## src/rtl/fir_mon_pkg.sv

```systemverilog
// Shared types and width helpers for the FIR error monitor.
//   state_t          : monitor FSM states
//   DEF_*            : default sample width / window configuration
//   sum_w(), sq_w()  : accumulator widths sized so a full window cannot overflow
package fir_mon_pkg;

    typedef enum logic [1:0] {
        IDLE  = 2'd0,
        ACCUM = 2'd1,
        DRAIN = 2'd2,
        DONE  = 2'd3
    } state_t;

    localparam int unsigned DEF_DATA_W   = 16;
    localparam int unsigned DEF_WINDOW   = 256;
    localparam int unsigned DEF_WIN_LOG2 = 8;

    // Sum of WINDOW values each below 2**data_w
    function automatic int unsigned sum_w(input int unsigned data_w, input int unsigned win_log2);
        return data_w + win_log2;
    endfunction

    // Sum of WINDOW squares each below 2**(2*data_w)
    function automatic int unsigned sq_w(input int unsigned data_w, input int unsigned win_log2);
        return 2 * data_w + win_log2;
    endfunction

endpackage

```

## src/rtl/fir_error_monitor_abs_diff_stage.sv

```systemverilog
// abs_diff_stage: first pipeline stage of the error monitor.
// Registers |approx - exact| on every accepted sample plus a valid flag that
// tells the accumulator stage to consume it on the following edge.
// Ports:
//   clk, rst       : clock, synchronous active-high reset
//   accept         : sample accepted this cycle
//   approx_sample  : approximate FIR output
//   exact_sample   : exact FIR output
//   abs_q          : registered absolute error
//   vld_q          : abs_q holds a fresh accepted sample
module abs_diff_stage
    import fir_mon_pkg::*;
#(
    parameter int unsigned DATA_W = DEF_DATA_W
) (
    input  logic              clk,
    input  logic              rst,
    input  logic              accept,
    input  logic [DATA_W-1:0] approx_sample,
    input  logic [DATA_W-1:0] exact_sample,
    output logic [DATA_W-1:0] abs_q,
    output logic              vld_q
);

    logic [DATA_W:0]   diff_c;
    logic [DATA_W:0]   mag_c;
    logic [DATA_W-1:0] abs_c;

    // One extra bit keeps the sign; the magnitude of any difference fits DATA_W
    always_comb begin
        diff_c = {1'b0, approx_sample} - {1'b0, exact_sample};
        mag_c  = diff_c[DATA_W] ? (~diff_c + (DATA_W + 1)'(1)) : diff_c;
        abs_c  = DATA_W'(mag_c);
    end

    always_ff @(posedge clk) begin
        if (rst) begin
            abs_q <= '0;
            vld_q <= 1'b0;
        end else begin
            vld_q <= accept;
            if (accept) begin
                abs_q <= abs_c;
            end
        end
    end

endmodule

```

## src/rtl/fir_error_monitor.sv

```systemverilog
// fir_error_monitor: measures the error of an approximate-adder FIR against the
// exact FIR over a window of WINDOW accepted samples and reports once per window.
// Build option: define SQ_ERR_EN to add the sum_sq_err output and its multiplier.
// Ports:
//   clk, rst       : clock, synchronous active-high reset
//   start          : begin a new window (honoured in IDLE or DONE only)
//   sample_valid   : approx/exact samples valid this cycle
//   approx_sample  : approximate FIR output
//   exact_sample   : exact FIR output, time-aligned
//   busy           : window in progress (ACCUM or DRAIN)
//   done           : one-cycle pulse when the results are final
//   err_count      : samples with nonzero error
//   max_abs_err    : largest absolute error
//   sum_abs_err    : sum of absolute errors
//   mean_abs_err   : sum_abs_err / WINDOW (combinational from the sum register)
//   sum_sq_err     : sum of squared errors (SQ_ERR_EN only)
module fir_error_monitor
    import fir_mon_pkg::*;
#(
    parameter int unsigned DATA_W   = DEF_DATA_W,
    parameter int unsigned WINDOW   = DEF_WINDOW,
    parameter int unsigned WIN_LOG2 = DEF_WIN_LOG2,
    parameter int unsigned SUM_W    = sum_w(DATA_W, WIN_LOG2)
) (
    input  logic                  clk,
    input  logic                  rst,
    input  logic                  start,
    input  logic                  sample_valid,
    input  logic [DATA_W-1:0]     approx_sample,
    input  logic [DATA_W-1:0]     exact_sample,
    output logic                  busy,
    output logic                  done,
    output logic [WIN_LOG2:0]     err_count,
    output logic [DATA_W-1:0]     max_abs_err,
    output logic [SUM_W-1:0]      sum_abs_err,
    output logic [DATA_W-1:0]     mean_abs_err
`ifdef SQ_ERR_EN
    ,
    output logic [sq_w(DATA_W, WIN_LOG2)-1:0] sum_sq_err
`endif
);

    localparam int unsigned CNT_W = WIN_LOG2 + 1;

    state_t            state;
    state_t            state_nxt;
    logic [CNT_W-1:0]  sample_cnt;
    logic              accept_c;
    logic              last_c;
    logic              clear_c;
    logic              busy_nxt;
    logic              done_nxt;
    logic [DATA_W-1:0] abs_q;
    logic              vld_q;

    // State register
    always_ff @(posedge clk) begin
        if (rst) begin
            state <= IDLE;
        end else begin
            state <= state_nxt;
        end
    end

    // Next-state logic
    always_comb begin
        state_nxt = state;
        case (state)
            IDLE, DONE: begin
                if (start) begin
                    state_nxt = ACCUM;
                end
            end
            ACCUM: begin
                if (accept_c && last_c) begin
                    state_nxt = DRAIN;
                end
            end
            DRAIN:   state_nxt = DONE;
            default: state_nxt = IDLE;
        endcase
    end

    // Decoded controls; busy/done are computed one edge early and registered
    always_comb begin
        accept_c = 1'b0;
        last_c   = 1'b0;
        clear_c  = 1'b0;
        busy_nxt = 1'b0;
        done_nxt = 1'b0;
        accept_c = (state == ACCUM) && sample_valid;
        last_c   = (sample_cnt == CNT_W'(WINDOW - 1));
        clear_c  = ((state == IDLE) || (state == DONE)) && start;
        busy_nxt = (state_nxt == ACCUM) || (state_nxt == DRAIN);
        // The last sample reaches the accumulators on the DRAIN edge
        done_nxt = (state == DRAIN);
    end

    always_ff @(posedge clk) begin
        if (rst) begin
            busy <= 1'b0;
            done <= 1'b0;
        end else begin
            busy <= busy_nxt;
            done <= done_nxt;
        end
    end

    // Accepted-sample counter
    always_ff @(posedge clk) begin
        if (rst || clear_c) begin
            sample_cnt <= '0;
        end else if (accept_c) begin
            sample_cnt <= sample_cnt + CNT_W'(1);
        end
    end

    abs_diff_stage #(
        .DATA_W (DATA_W)
    ) u_abs_diff (
        .clk           (clk),
        .rst           (rst),
        .accept        (accept_c),
        .approx_sample (approx_sample),
        .exact_sample  (exact_sample),
        .abs_q         (abs_q),
        .vld_q         (vld_q)
    );

    // Stage 2 accumulators
    always_ff @(posedge clk) begin
        if (rst || clear_c) begin
            err_count   <= '0;
            max_abs_err <= '0;
            sum_abs_err <= '0;
        end else if (vld_q) begin
            sum_abs_err <= sum_abs_err + SUM_W'(abs_q);
            if (abs_q > max_abs_err) begin
                max_abs_err <= abs_q;
            end
            if (abs_q != '0) begin
                err_count <= err_count + CNT_W'(1);
            end
        end
    end

    assign mean_abs_err = DATA_W'(sum_abs_err >> WIN_LOG2);

`ifdef SQ_ERR_EN
    localparam int unsigned SQ_W = sq_w(DATA_W, WIN_LOG2);

    logic [2*DATA_W-1:0] sq_c;

    always_comb begin
        sq_c = (2 * DATA_W)'(abs_q) * (2 * DATA_W)'(abs_q);
    end

    always_ff @(posedge clk) begin
        if (rst || clear_c) begin
            sum_sq_err <= '0;
        end else if (vld_q) begin
            sum_sq_err <= sum_sq_err + SQ_W'(sq_c);
        end
    end
`endif

endmodule

```

## config.mk

```make
export PLATFORM = sky130hd
export DESIGN_NAME = fir_error_monitor
export DESIGN_NICKNAME = d
export VERILOG_FILES = /design/src/rtl/fir_mon_pkg.sv /design/src/rtl/fir_error_monitor_abs_diff_stage.sv /design/src/rtl/fir_error_monitor.sv
export SDC_FILE = /design/constraint.sdc
export NUM_CORES = 1
export LEC_CHECK = 0
export CAP_MARGIN = 10
export CORE_MARGIN = 4
export CORE_UTILIZATION = 50
export CTS_CLUSTER_SIZE = 12
export DETAILED_ROUTE_END_ITERATION = 6
export HOLD_SLACK_MARGIN = 0.1
export PLACE_DENSITY_LB_ADDON = 0.1
export SLEW_MARGIN = 20
export SYNTH_ARGS = -nofsm -noshare
export SYNTH_HDL_FRONTEND = slang
export SYNTH_SLANG_ARGS = --single-unit
export TNS_END_PERCENT = 10
```

## constraint.sdc

```tcl
create_clock -name clk -period 5.18 [get_ports clk]
set_input_delay 1.554 -clock clk [delete_from_list [all_inputs] [get_ports clk]]
set_output_delay 1.554 -clock clk [all_outputs]
set_load 0.01 [all_outputs]
```

-- Word level (Yosys, flattened, before mapping)
Index checks and enable logic that the tools add are counted.
- register bits: 79
- bits of input ports: 36
- output and inout bits: 67
- logic and storage cells: 37
- add/subtract/negate cells: 5
- magnitude comparators: 1
- equality and inequality tests: 6
- muxes and demuxes: 4
- bitwise logic cells: 1
- reduce and logical (&&, ||, !) cells: 11
- operators with widths (operator ; number):
    24-bit by 16-bit adder with 24-bit output ; 1
    9-bit by 1-bit adder with 9-bit output (second input constant) ; 2
    16-bit by 16-bit subtractor with 17-bit output ; 1
    16-bit by 1-bit adder with 16-bit output (second input constant) ; 1
    16-bit > comparator ; 1
    16-bit two-way mux ; 1
    16-bit NOT ; 1
    16-bit nonzero test ; 1
    9-bit by 8-bit equality test with 1-bit output (second input constant) ; 1
    2-bit equality test (second input constant) ; 3
    2-bit one-hot mux with 3 select lines ; 1
    2-bit by 1-bit equality test with 1-bit output (second input constant) ; 2
    2-bit two-way mux ; 2
    2-bit AND reduction ; 2
    1-bit logical AND ; 3
    1-bit logical OR ; 3
    2-bit logical NOT ; 1
    2-bit OR reduction ; 1

-- Logic depth before layout (Yosys ltp)
Gate-level depths: netlist (run 1).
- depth after elaboration: 7
- gate-level depth with buffers: 14
- gate-level depth less buffers: 13

-- By module
A second synthesis (run 1) with hierarchy kept.
- cell total of the unflattened synthesis: 727
- area, all modules: 5880.6 um2
- modules (own cells, without submodules) (module ; times used ; cells an instance ; area each (um2) ; seq. area each (um2)):
    fir_error_monitor ; 1 ; 471 ; 3891.2 ; 1241.2
    abs_diff_stage ; 1 ; 256 ; 1989.4 ; 340.3

-- Least setup slack after synthesis (run 1)
No wires, ideal clock.
- kind: input to register
- start: in approx_sample[0]
- end: reg u_abs_diff.abs_q[15]
- setup time: 86 ps
- arrival time: 4013 ps
- required time: 5094 ps
- setup slack: 1082 ps
- cell stages on the path: 13
- path buffers: 0
- cell sequence: inv_1 > ha_1 > inv_1 > fa_1 > a21o_1 > o2bb2ai_1 > o311a_1 > o21ba_2 > a21oi_1 > xor2_1 > a41oi_1 > xnor2_1 > a211oi_1
- cells in the longest elaborated chain, start to end: 4
- ends and longest elaborated chain (item ; line ; RTL):
    start: declaration ; fir_error_monitor.sv:29 ; input logic [DATA_W-1:0] approx_sample,
    16-bit by 16-bit subtractor with 17-bit output (*) ; fir_error_monitor_abs_diff_stage.sv:31 ; diff_c = {1'b0, approx_sample} - {1'b0, exact_sample};
    16-bit NOT ; fir_error_monitor_abs_diff_stage.sv:32 ; mag_c = diff_c[DATA_W] ? (~diff_c + (DATA_W + 1)'(1)) : diff_c;
    16-bit by 1-bit adder with 16-bit output ; fir_error_monitor_abs_diff_stage.sv:32 ;
    16-bit two-way mux (*) ; fir_error_monitor_abs_diff_stage.sv:32 ;
    end signal: assignment ; fir_error_monitor_abs_diff_stage.sv:43 ; abs_q <= abs_c;
    end: declaration ; fir_error_monitor_abs_diff_stage.sv:21 ; output logic [DATA_W-1:0] abs_q,
Every way passes the cells marked *; elsewhere a longest branch is shown, timed or not.
A chain may end at the register's enable or synchronous reset.

-- Worst setup path after layout (run 1)
- start: in exact_sample[0]
- end: reg u_abs_diff.abs_q[15]
- cells in the longest elaborated chain, start to end: 4
- ends and longest elaborated chain (item ; line ; RTL):
    start: declaration ; fir_error_monitor.sv:30 ; input logic [DATA_W-1:0] exact_sample,
    16-bit by 16-bit subtractor with 17-bit output (*) ; fir_error_monitor_abs_diff_stage.sv:31 ;
    16-bit NOT ; fir_error_monitor_abs_diff_stage.sv:32 ;
    16-bit by 1-bit adder with 16-bit output ; fir_error_monitor_abs_diff_stage.sv:32 ;
    16-bit two-way mux (*) ; fir_error_monitor_abs_diff_stage.sv:32 ;
Marked as above.

==> flow_metrics.env, run 1 <==
export IMPL_synthFlopType="dfxtp_1"
export IMPL_worst_pin_slew_ns=0.902
export IMPL_yosysWarnings=0
export IMPL_drt_total_wl_mm=12.1
export IMPL_fill_cells=973
export IMPL_r2r_end="sum_abs_err[22]"
export IMPL_hp_start="sample_cnt[1]"
export IMPL_start_kind="input port"
export IMPL_min_period_over_period=0.865
export IMPL_areaGrowthSynthToFinish_pct=21.7
export IMPL_grt_overflow_total=0
export IMPL_wl_per_cell_um=13.7
export IMPL_setup_violations=0
export IMPL_die_area_um2=12900
export IMPL_hold_viol_final=0
export IMPL_cts_num_sinks=79
export IMPL_fmax_mhz=223
export IMPL_yosysSeqAreaShare=0.284
export IMPL_holdWs_ns=0.483
export IMPL_cp_data_arrival_time_ns=4.74
export IMPL_status="finished, final reports clean"
export IMPL_synth_top_area_share=0.284
export IMPL_root_buffer="clkbuf_8"
export IMPL_hold_end="sample_cnt[1]"
export IMPL_drcViolationCount=0
export IMPL_ys_types=70
export IMPL_grt_pass1_vias=4649
export IMPL_cts_made_buffers=9
export IMPL_grt_use_total=0.189
export IMPL_port_buffers=102
export IMPL_critPathMaxFanout=6
export IMPL_synthArstFlopShare=0
export IMPL_rsz0062_at_grt="no"
export IMPL_drt_first_iter_violations=344
export IMPL_cts_hold_fix_buffers=0
export IMPL_gp_congestion=0.892
export IMPL_htreeDepth=3
export IMPL_multi_input_area_um2=3570
export IMPL_num_rows=38
export IMPL_post_drt_via_cell_ratio=5.39
export IMPL_path_clk_slew_ns=0.08
export IMPL_drv_cap=0
export IMPL_totalNegativeSetupSlack_ns=0
export IMPL_antenna_cells=0
export IMPL_p_total_w=0.00154
export IMPL_r2r_start="u_abs_diff.abs_q[0]"
export IMPL_antenna_found_initial=0
export IMPL_core_area_um2=10900
export IMPL_ant_nets=0
export IMPL_syn_cell_area_um2=5570
export IMPL_endpoint_kind="flip-flop"
export IMPL_finClkSkew_ns=0.00854
export IMPL_start_util=0.512
export IMPL_power_density_nw_per_um2=226
export IMPL_worstSkewPairLatency_ns=0.35
export IMPL_reg2reg_slack_ns=1.89
export IMPL_post_cts_buffers=0
export IMPL_synth_seq_cells=79
export IMPL_synth_top_cells_by_area="dfxtp_1 28%, ha_1 12%, nor2_1 6.4%"
export IMPL_syn_avg_cell_area_um2=8.46
export IMPL_synth_edff_count=0
export IMPL_required_ns=5.43
export IMPL_ff_latch_area_um2=1580
export IMPL_die_x_um=114
export IMPL_maxSlewViolCount=0
export IMPL_grt_start_max_net_pins=59
export IMPL_dr_pass1_iters=4
export IMPL_hold_path_class="reg2reg"
export IMPL_fin_crit_ns=4.48
export IMPL_postSynthCellCount=659
export IMPL_fin_nets=832
export IMPL_yosysTopAreaCell="dfxtp_1"
export IMPL_cts_resized=0
export IMPL_vias=4769
export IMPL_chipHeight_um=114
export IMPL_dp_hpwl_mm=9.45
export IMPL_cts_tree="built"
export IMPL_syn_nets=751
export IMPL_drive_above_1_share=0.0617
export IMPL_slew_headroom=0.397
export IMPL_cellLeakagePower_nw=2.65
export IMPL_crit_type="in2reg"
export IMPL_grt_pass1_wl_mm=20.7
export IMPL_clockBufferDepth=2
export IMPL_boundaryPins=103
export IMPL_ir_drop_mv=0.129
export IMPL_holdPathStages=2
export IMPL_r2r_cells=12
cell type report:
class                   count  area share
well taps                 140      0.0258
clock inverters             7      0.0151
clock buffers               9      0.0183
repair buffers            105       0.154
multi-input cells         495       0.526
flip-flops and latches     79       0.233
inverters                  50      0.0277
flip-flops by register name, summed over array words and instances, names as in the netlist:
| register | cells |
|---|---|
| u_abs_diff.vld_q | 1 |
| busy | 1 |
| done | 1 |
| sample_cnt | 9 |
| state | 2 |
| sum_abs_err | 24 |
| err_count | 9 |
| max_abs_err | 16 |
| u_abs_diff.abs_q | 16 |
worst max-delay path: stages:
cell,delay (ns)
clkdlybuf4s50_1,0.46
ha_1,0.16
inv_1,0.06
fa_1,0.43
a21o_1,0.22
o2bb2ai_1,0.23
o32ai_1,0.38
mux2i_1,0.23
nand2_1,0.10
nor3_1,0.33
a41oi_1,0.21
xnor2_1,0.18
a211oi_1,0.21
cell usage after synthesis, types with 5 or more instances:
library cell   n
nor3_1        10
or2_2          5
nand3_1       13
buf_4         17
nand4_1        8
nor2_1        95
xnor2_1       30
a21o_1        14
o21a_1         8
inv_1         50
dfxtp_1       79
and3_1         9
mux2i_1       30
xor2_1        23
a211oi_1      15
ha_1          54
or3_1         10
nor2b_1        8
a21oi_1       33
nand2_1       29
clkbuf_1       8
o21ai_0       25
metal layers:
metal,part of all wire,vias up,GRT usage,wire length (µm)
met3,0.042,19,0.0345,505
met4,0.021,0,0.0625,252
met1,0.45,2184,0.225,5400
met5,0,-,0,0
met2,0.49,99,0.343,5930
li1,-,2467,-,-
layout by cell type (no fill, tap or decap), drive strengths merged, types with 4 or more instances in the layout:
cell type and count:
nand2 30, or2 5, ha 54, xor2 23
nor4 6, a311oi 5, mux2i 30, a211oi 17
nand3 13, clkdlybuf4s50 102, a21oi 34, o21a 8
and2 5, o31ai 4, nor2b 8, a211o 4
dfxtp 79, o21ai 25, nor3 10, nor2 95
nand4 8, o211ai 4, a41oi 4, or3 10
a31oi 4, clkbuf 9, xnor2 31, a21o 14
inv 54, and3 10
where the power goes:
group	switching, W	internal, W
registers	0.0000190	0.000620
logic	0.000202	0.000173
clock network	0.000243	0.000278
total	0.000464	0.00107
cells by family (layout without fill, tap and decap cells):
| kind of cell | Yosys count | after routing | share of synthesized area |
|---|---|---|---|
| buffers and inverters | 85 | 171 | 0.0781 |
| flip-flops | 79 | 79 | 0.284 |
| adder cells (fa/ha/maj) | 56 | 56 | 0.128 |
| XOR/XNOR | 54 | 54 | 0.0862 |
| AND/OR/NAND/NOR | 208 | 208 | 0.180 |
| multiplexers | 31 | 31 | 0.0559 |
| AO/OA/AOI/OAI | 146 | 146 | 0.187 |
through the flow:
step                      worst slack (ns)   util  area [µm²]  cells
final                                0.697  0.623        6790    885
after global routing                 0.436  0.623        6790    885
after global placement               0.458  0.602        6550    869
after detailed placement             0.373  0.602        6550    869
after floorplan                       1.08      -        5570    659
after CTS                            0.706  0.623        6780    885
how the worst max path moves through the flow:
stage,to,from
after global routing,u_abs_diff.abs_q[15],exact_sample[0]
after CTS,u_abs_diff.abs_q[15],approx_sample[0]
after detailed placement,u_abs_diff.abs_q[15],approx_sample[0]
after global placement,u_abs_diff.abs_q[15],exact_sample[0]
final,u_abs_diff.abs_q[15],exact_sample[0]
after floorplan,u_abs_diff.abs_q[15],approx_sample[0]
Power figures use the tool's default switching activity.
==> run 2, diff against run 1 <==
Settings changed: ABC_AREA set to 1.
==> flow_metrics.env, run 2 <==
export IMPL_status="finished, final reports clean"
export IMPL_cts_made_buffers=9
export IMPL_synth_top_family_by_area="simple AND/OR/NAND/NOR gates"
export IMPL_root_buffer="clkbuf_16"
export IMPL_start_util=0.518
export IMPL_start_kind="input port"
export IMPL_antenna_found_initial=0
export IMPL_r2r_start="max_abs_err[3]"
export IMPL_fmax_mhz=265
export IMPL_synth_edff_count=0
export IMPL_rsz0062_at_grt="no"
export IMPL_dr_pass1_iters=5
export IMPL_synth_top_area_share=0.263
export IMPL_grt_overflow_total=0
export IMPL_cts_resized=0
export IMPL_synth_most_common_cell="nand2_1"
export IMPL_reg2reg_slack_ns=2.52
export IMPL_synth_xor_area_frac=0.0291
export IMPL_post_drt_via_cell_ratio=5.14
export IMPL_r2r_end="max_abs_err[9]"
export IMPL_holdWs_ns=0.480
export IMPL_grt_pass1_vias=5498
export IMPL_cts_num_sinks=79
export IMPL_drt_total_wl_mm=14.6
export IMPL_critPathMaxFanout=4
export IMPL_syn_avg_cell_area_um2=6.40
export IMPL_post_cts_buffers=0
export IMPL_final_common_cell="nand2_1"
export IMPL_postSynthCellCount=940
export IMPL_dp_hpwl_mm=11.4
export IMPL_critPathMaxStageDelay_ns=0.45
export IMPL_path_depth=19
export IMPL_setup_violations=0
export IMPL_vias=6018
export IMPL_p_total_w=0.00223
export IMPL_synthFlopType="dfxtp_1"
export IMPL_mostFrequentLayoutCells="208 x nand2_1, 141 x inv_1, 115 x nor2_1, 102 x clkdlybuf4s50_1, 79 x dfxtp_1"
export IMPL_port_buffers=102
export IMPL_top_regs="sum_abs_err x24, max_abs_err x16, u_abs_diff.abs_q x16"
export IMPL_min_period_over_period=0.728
export IMPL_drcViolationCount=0
export IMPL_syn_cell_area_um2=6020
export IMPL_clockBufferDepth=2
export IMPL_yosysTopAreaCell="dfxtp_1"
export IMPL_totalNegativeSetupSlack_ns=0
export IMPL_required_ns=5.41
export IMPL_path_clk_slew_ns=0.06
export IMPL_cp_top_family="simple AND/OR/NAND/NOR gates"
export IMPL_die_area_um2=13900
export IMPL_synthTopCellsByCount="208 x nand2_1, 141 x inv_1, 115 x nor2_1, 79 x dfxtp_1, 77 x a21oi_1"
export IMPL_ys_types=41
export IMPL_synthArstFlopShare=0
export IMPL_drv_cap=0
export IMPL_synth_top_cells_by_area="dfxtp_1 26%, nand2_1 13%, ha_1 11%"
export IMPL_fin_crit_ns=3.77
export IMPL_ir_drop_mv=0.199
export IMPL_chipHeight_um=118
export IMPL_hold_viol_final=0
export IMPL_holdPathStages=2
export IMPL_antenna_cells=0
export IMPL_synth_compound_area_frac=0.134
export IMPL_core_area_um2=11600
export IMPL_worstPathCellList="clkdlybuf4s50_1 > inv_1 > ha_1 > inv_1 > fa_1 > inv_1 > nand2_1 > nor2_1 > nand3_1 > nor2_2 > nand2_1 > nor2_1 > nand2_1 > nor2_1 > nand2_1 > nand3_1 > nand2_1 > nor2_1 > nor2_1"
export IMPL_areaGrowthSynthToFinish_pct=21.9
export IMPL_yosysSeqAreaShare=0.263
export IMPL_hold_path_class="reg2reg"
export IMPL_num_rows=39
export IMPL_cellLeakagePower_nw=3.38
export IMPL_synthSimpleGateAreaFrac=0.329
export IMPL_worst_pin_slew_ns=0.570
export IMPL_boundaryPins=103
export IMPL_crit_start="approx_sample[0]"
export IMPL_grt_pass1_wl_mm=24.9
export IMPL_crit_slowest_cell="clkdlybuf4s50_1"
export IMPL_yosysWarnings=0
export IMPL_path_buf_inv=4
export IMPL_crit_type="in2reg"
export IMPL_slew_headroom=0.619
export IMPL_synth_seq_cells=79
export IMPL_finClkSkew_ns=0.00805
export IMPL_regMostFlops="sum_abs_err"
export IMPL_synthMuxAreaShare=0
export IMPL_worstSkewPairLatency_ns=0.34
export IMPL_crit_path_end="u_abs_diff.abs_q[15]"
export IMPL_gp_congestion=0.902
export IMPL_htreeDepth=3
export IMPL_ant_nets=0
export IMPL_grt_start_max_net_pins=33
export IMPL_r2r_cells=12
export IMPL_cp_data_arrival_time_ns=4.01
export IMPL_syn_nets=1032
export IMPL_synth_fa_ha_area_frac=0.119
export IMPL_wl_per_cell_um=12.5
export IMPL_drive_above_1_share=0.0584
export IMPL_fin_nets=1114
export IMPL_fin_util=0.632
export IMPL_drt_first_iter_violations=303
export IMPL_die_x_um=118
export IMPL_cts_tree="built"
export IMPL_maxSlewViolCount=0
export IMPL_grt_use_total=0.211
export IMPL_cts_hold_fix_buffers=0
export IMPL_endpoint_kind="flip-flop"
export IMPL_largest_reg_flops=24
export IMPL_power_density_nw_per_um2=304
==> run 2: routing by layer <==
layer / wire (µm) / vias up / part of all wire / GRT usage
li1: - / 3183 / - / -
met1: 6410 / 2676 / 0.44 / 0.250
met2: 7270 / 139 / 0.50 / 0.388
met3: 664 / 20 / 0.046 / 0.0370
met4: 246 / 0 / 0.017 / 0.0615
met5: 0 / - / 0 / 0
==> run 2: where the power goes <==
group	switching (W)	total [W]	internal [W]
Sequential	0.0000788	0.000745	0.000667
Clock	0.000264	0.000618	0.000354
Combinational	0.000537	0.000864	0.000327
==> run 2: cell families after synthesis <==
group	after synthesis
adders and majority gates	56
AOI/OAI and AO/OA	148
DFF	79
and+or+nand+nor	455
xor gates and xnor gates	20
buffers and inverters	182
==> run 2: worst min-delay path: stages (launching register included) <==
cell and delay, ns:
dfxtp_1 0.32, nand2_1 0.06, a21oi_1 0.05
==> run 2: area by class of cell <==
| type | count | area [µm²] |
|---|---|---|
| Clock buffer | 11 | 253 |
| Clock inverter | 5 | 41.3 |
| Fill cell | 1129 | 4280 |
| Inverter | 146 | 548 |
| Multi-Input combinational cell | 679 | 3680 |
| Sequential cell | 79 | 1580 |
| Tap cell | 143 | 179 |
| Timing Repair Buffer | 107 | 1060 |
==> run 2: through the flow <==
stage          worst slack (ns)  area [µm²]  instances
4_1_cts                    1.40        7340       1170
3_3_place_gp               1.10        7040       1154
2_1_floorplan              1.72        6020        940
6_report                   1.41        7340       1170
5_1_grt                    1.08        7340       1170
3_5_place_dp               1.06        7040       1154
==> run 2: worst min-delay path by stage <==
stage / start / endpoint / slack [ns]
CTS: sample_cnt[2] / sample_cnt[2] / 0.48
finish: sample_cnt[6] / sample_cnt[7] / 0.48
global route: sample_cnt[6] / sample_cnt[7] / 0.50
floorplan: sample_cnt[7] / sample_cnt[7] / 0.44
detailed placement: sample_cnt[2] / sample_cnt[2] / 0.47
global placement: sample_cnt[3] / sample_cnt[3] / 0.46
==> run 3, diff against run 2 <==
Clock period 5.18 ns to 3.6 ns, I/O delays scaled along.
==> flow_metrics.env, run 3 (same netlist as run 2, synthesis figures left out) <==
export IMPL_rsz0062_at_grt="no"
export IMPL_gp_congestion=0.916
export IMPL_core_area_um2=11600
export IMPL_fmax_mhz=310
export IMPL_cts_made_buffers=9
export IMPL_holdWs_ns=0.479
export IMPL_fin_area_um2=7400
export IMPL_regMostFlops="sum_abs_err"
export IMPL_cts_hold_fix_buffers=0
export IMPL_largest_reg_flops=24
export IMPL_cellLeakagePower_nw=3.42
export IMPL_post_drt_via_cell_ratio=5.12
export IMPL_reg2reg_slack_ns=0.90
export IMPL_worst_pin_slew_ns=0.703
export IMPL_vias=6013
export IMPL_antenna_cells=0
export IMPL_dp_slack_ns=0.0134
export IMPL_critPathMaxFanout=3
export IMPL_cp_data_arrival_time_ns=3.45
export IMPL_setup_violations=0
export IMPL_antenna_found_initial=0
export IMPL_grt_pass1_vias=5596
export IMPL_ir_drop_mv=0.367
export IMPL_finClkSkew_ns=0.00748
export IMPL_setup_ws_ns=0.375
export IMPL_crit_type="in2reg"
export IMPL_cp_top_family="simple AND/OR/NAND/NOR gates"
export IMPL_power_density_nw_per_um2=450
export IMPL_maxSlewViolCount=0
export IMPL_root_buffer="clkbuf_16"
export IMPL_fin_crit_ns=3.22
export IMPL_placed_area_um2=7080
export IMPL_start_kind="input port"
export IMPL_dr_pass1_iters=4
export IMPL_placedCellCount=1159
export IMPL_grt_use_total=0.213
export IMPL_clockBufferDepth=2
export IMPL_required_ns=3.83
export IMPL_critPathMaxStageDelay_ns=0.45
export IMPL_path_clk_slew_ns=0.06
export IMPL_drt_total_wl_mm=14.6
export IMPL_areaGrowthSynthToFinish_pct=23.0
export IMPL_die_area_um2=13900
export IMPL_status="finished, final reports clean"
export IMPL_totalNegativeSetupSlack_ns=0
export IMPL_path_buf_inv=4
export IMPL_grt_start_max_net_pins=35
export IMPL_endpoint_kind="flip-flop"
export IMPL_worstPathCellList="clkdlybuf4s50_1 > inv_1 > ha_1 > inv_1 > fa_1 > inv_1 > nand2_1 > nor2_1 > nand3_1 > nor2_2 > nand2_1 > nor2_1 > nand2_1 > nor2_1 > nand2_1 > nand3_1 > nand2_1 > nor2_1 > nor2_1"
export IMPL_mostFrequentLayoutCells="208 x nand2_1, 141 x inv_1, 114 x nor2_1, 102 x clkdlybuf4s50_1, 79 x dfxtp_1"
export IMPL_cts_resized=0
export IMPL_drv_cap=0
export IMPL_final_common_cell="nand2_1"
export IMPL_die_x_um=118
export IMPL_grt_pass1_wl_mm=24.9
export IMPL_finalNonFillerCells=1175
export IMPL_crit_slowest_cell="clkdlybuf4s50_1"
export IMPL_hold_viol_final=0
export IMPL_top_regs="sum_abs_err x24, max_abs_err x16, u_abs_diff.abs_q x16"
export IMPL_chipHeight_um=118
export IMPL_drcViolationCount=0
export IMPL_cts_tree="built"
export IMPL_grt_overflow_total=0
export IMPL_ant_nets=0
export IMPL_drive_above_1_share=0.0640
export IMPL_hold_path_class="reg2reg"
export IMPL_min_period_over_period=0.896
export IMPL_worstSkewPairLatency_ns=0.34
export IMPL_dp_hpwl_mm=11.7
export IMPL_fin_nets=1119
export IMPL_slew_headroom=0.531
export IMPL_cts_num_sinks=79
export IMPL_post_cts_buffers=0
export IMPL_boundaryPins=103
export IMPL_drt_first_iter_violations=341
export IMPL_wl_per_cell_um=12.5
export IMPL_port_buffers=102
export IMPL_start_util=0.518
export IMPL_htreeDepth=3
export IMPL_num_rows=39
[run 3: changes by cell type in the layout (fill, tap and decap cells not counted), sizes merged]
| cell | delta |
|---|---|
| bufinv | +2 |
| clkbuf | -2 |
| buf | +5 |
| clkinv | +1 |
| clkinvlp | -1 |
[run 3: final timing paths]
path	startpoint	endpoint	cells past startpoint
worst max register to register	u_abs_diff.abs_q[0]	sum_abs_err[18]	12
worst min register to register	max_abs_err[3]	max_abs_err[3]	2
worst max-delay path	approx_sample[0]	u_abs_diff.abs_q[15]	19
worst min-delay path	max_abs_err[3]	max_abs_err[3]	2
[run 3: routing by layer]
metal	part of all wire	global-route usage	wire length, µm
met1	0.42	0.250	6190
met2	0.51	0.385	7510
met3	0.044	0.0365	639
met4	0.020	0.0842	291
met5	0	0	0
[run 3: worst reg2reg max path: cells and delay by family (launching register included)]
kind,cells,cell delay [ns]
AO/OA/AOI/OAI,2,0.57
AND/OR/NAND/NOR,7,0.95
flip-flops,1,0.43
buffers and inverters,1,0.06
adder cells (fa/ha/maj),2,0.60
[run 3: per-stage QoR]
step           total power [W]  utilization
5_1_grt                0.00360        0.638
3_3_place_gp           0.00235        0.610
6_report               0.00333        0.638
4_1_cts                0.00336        0.637
2_1_floorplan          0.00198            -
3_5_place_dp           0.00237        0.610
[run 3: cell type report]
type / count / area, µm²
Tap cell: 143 / 179
Clock buffer: 9 / 225
Sequential cell: 79 / 1580
Fill cell: 1119 / 4210
Timing Repair Buffer: 112 / 1100
Clock inverter: 7 / 95.1
Multi-Input combinational cell: 679 / 3680
Inverter: 146 / 548
[run 3: report_power, final]
part	total [W]	internal, W	switching, W	leakage, nW
combinational	0.00129	0.000499	0.000794	2.63
sequential	0.00106	0.000959	0.0000987	0.640
clock	0.000984	0.000608	0.000376	0.156
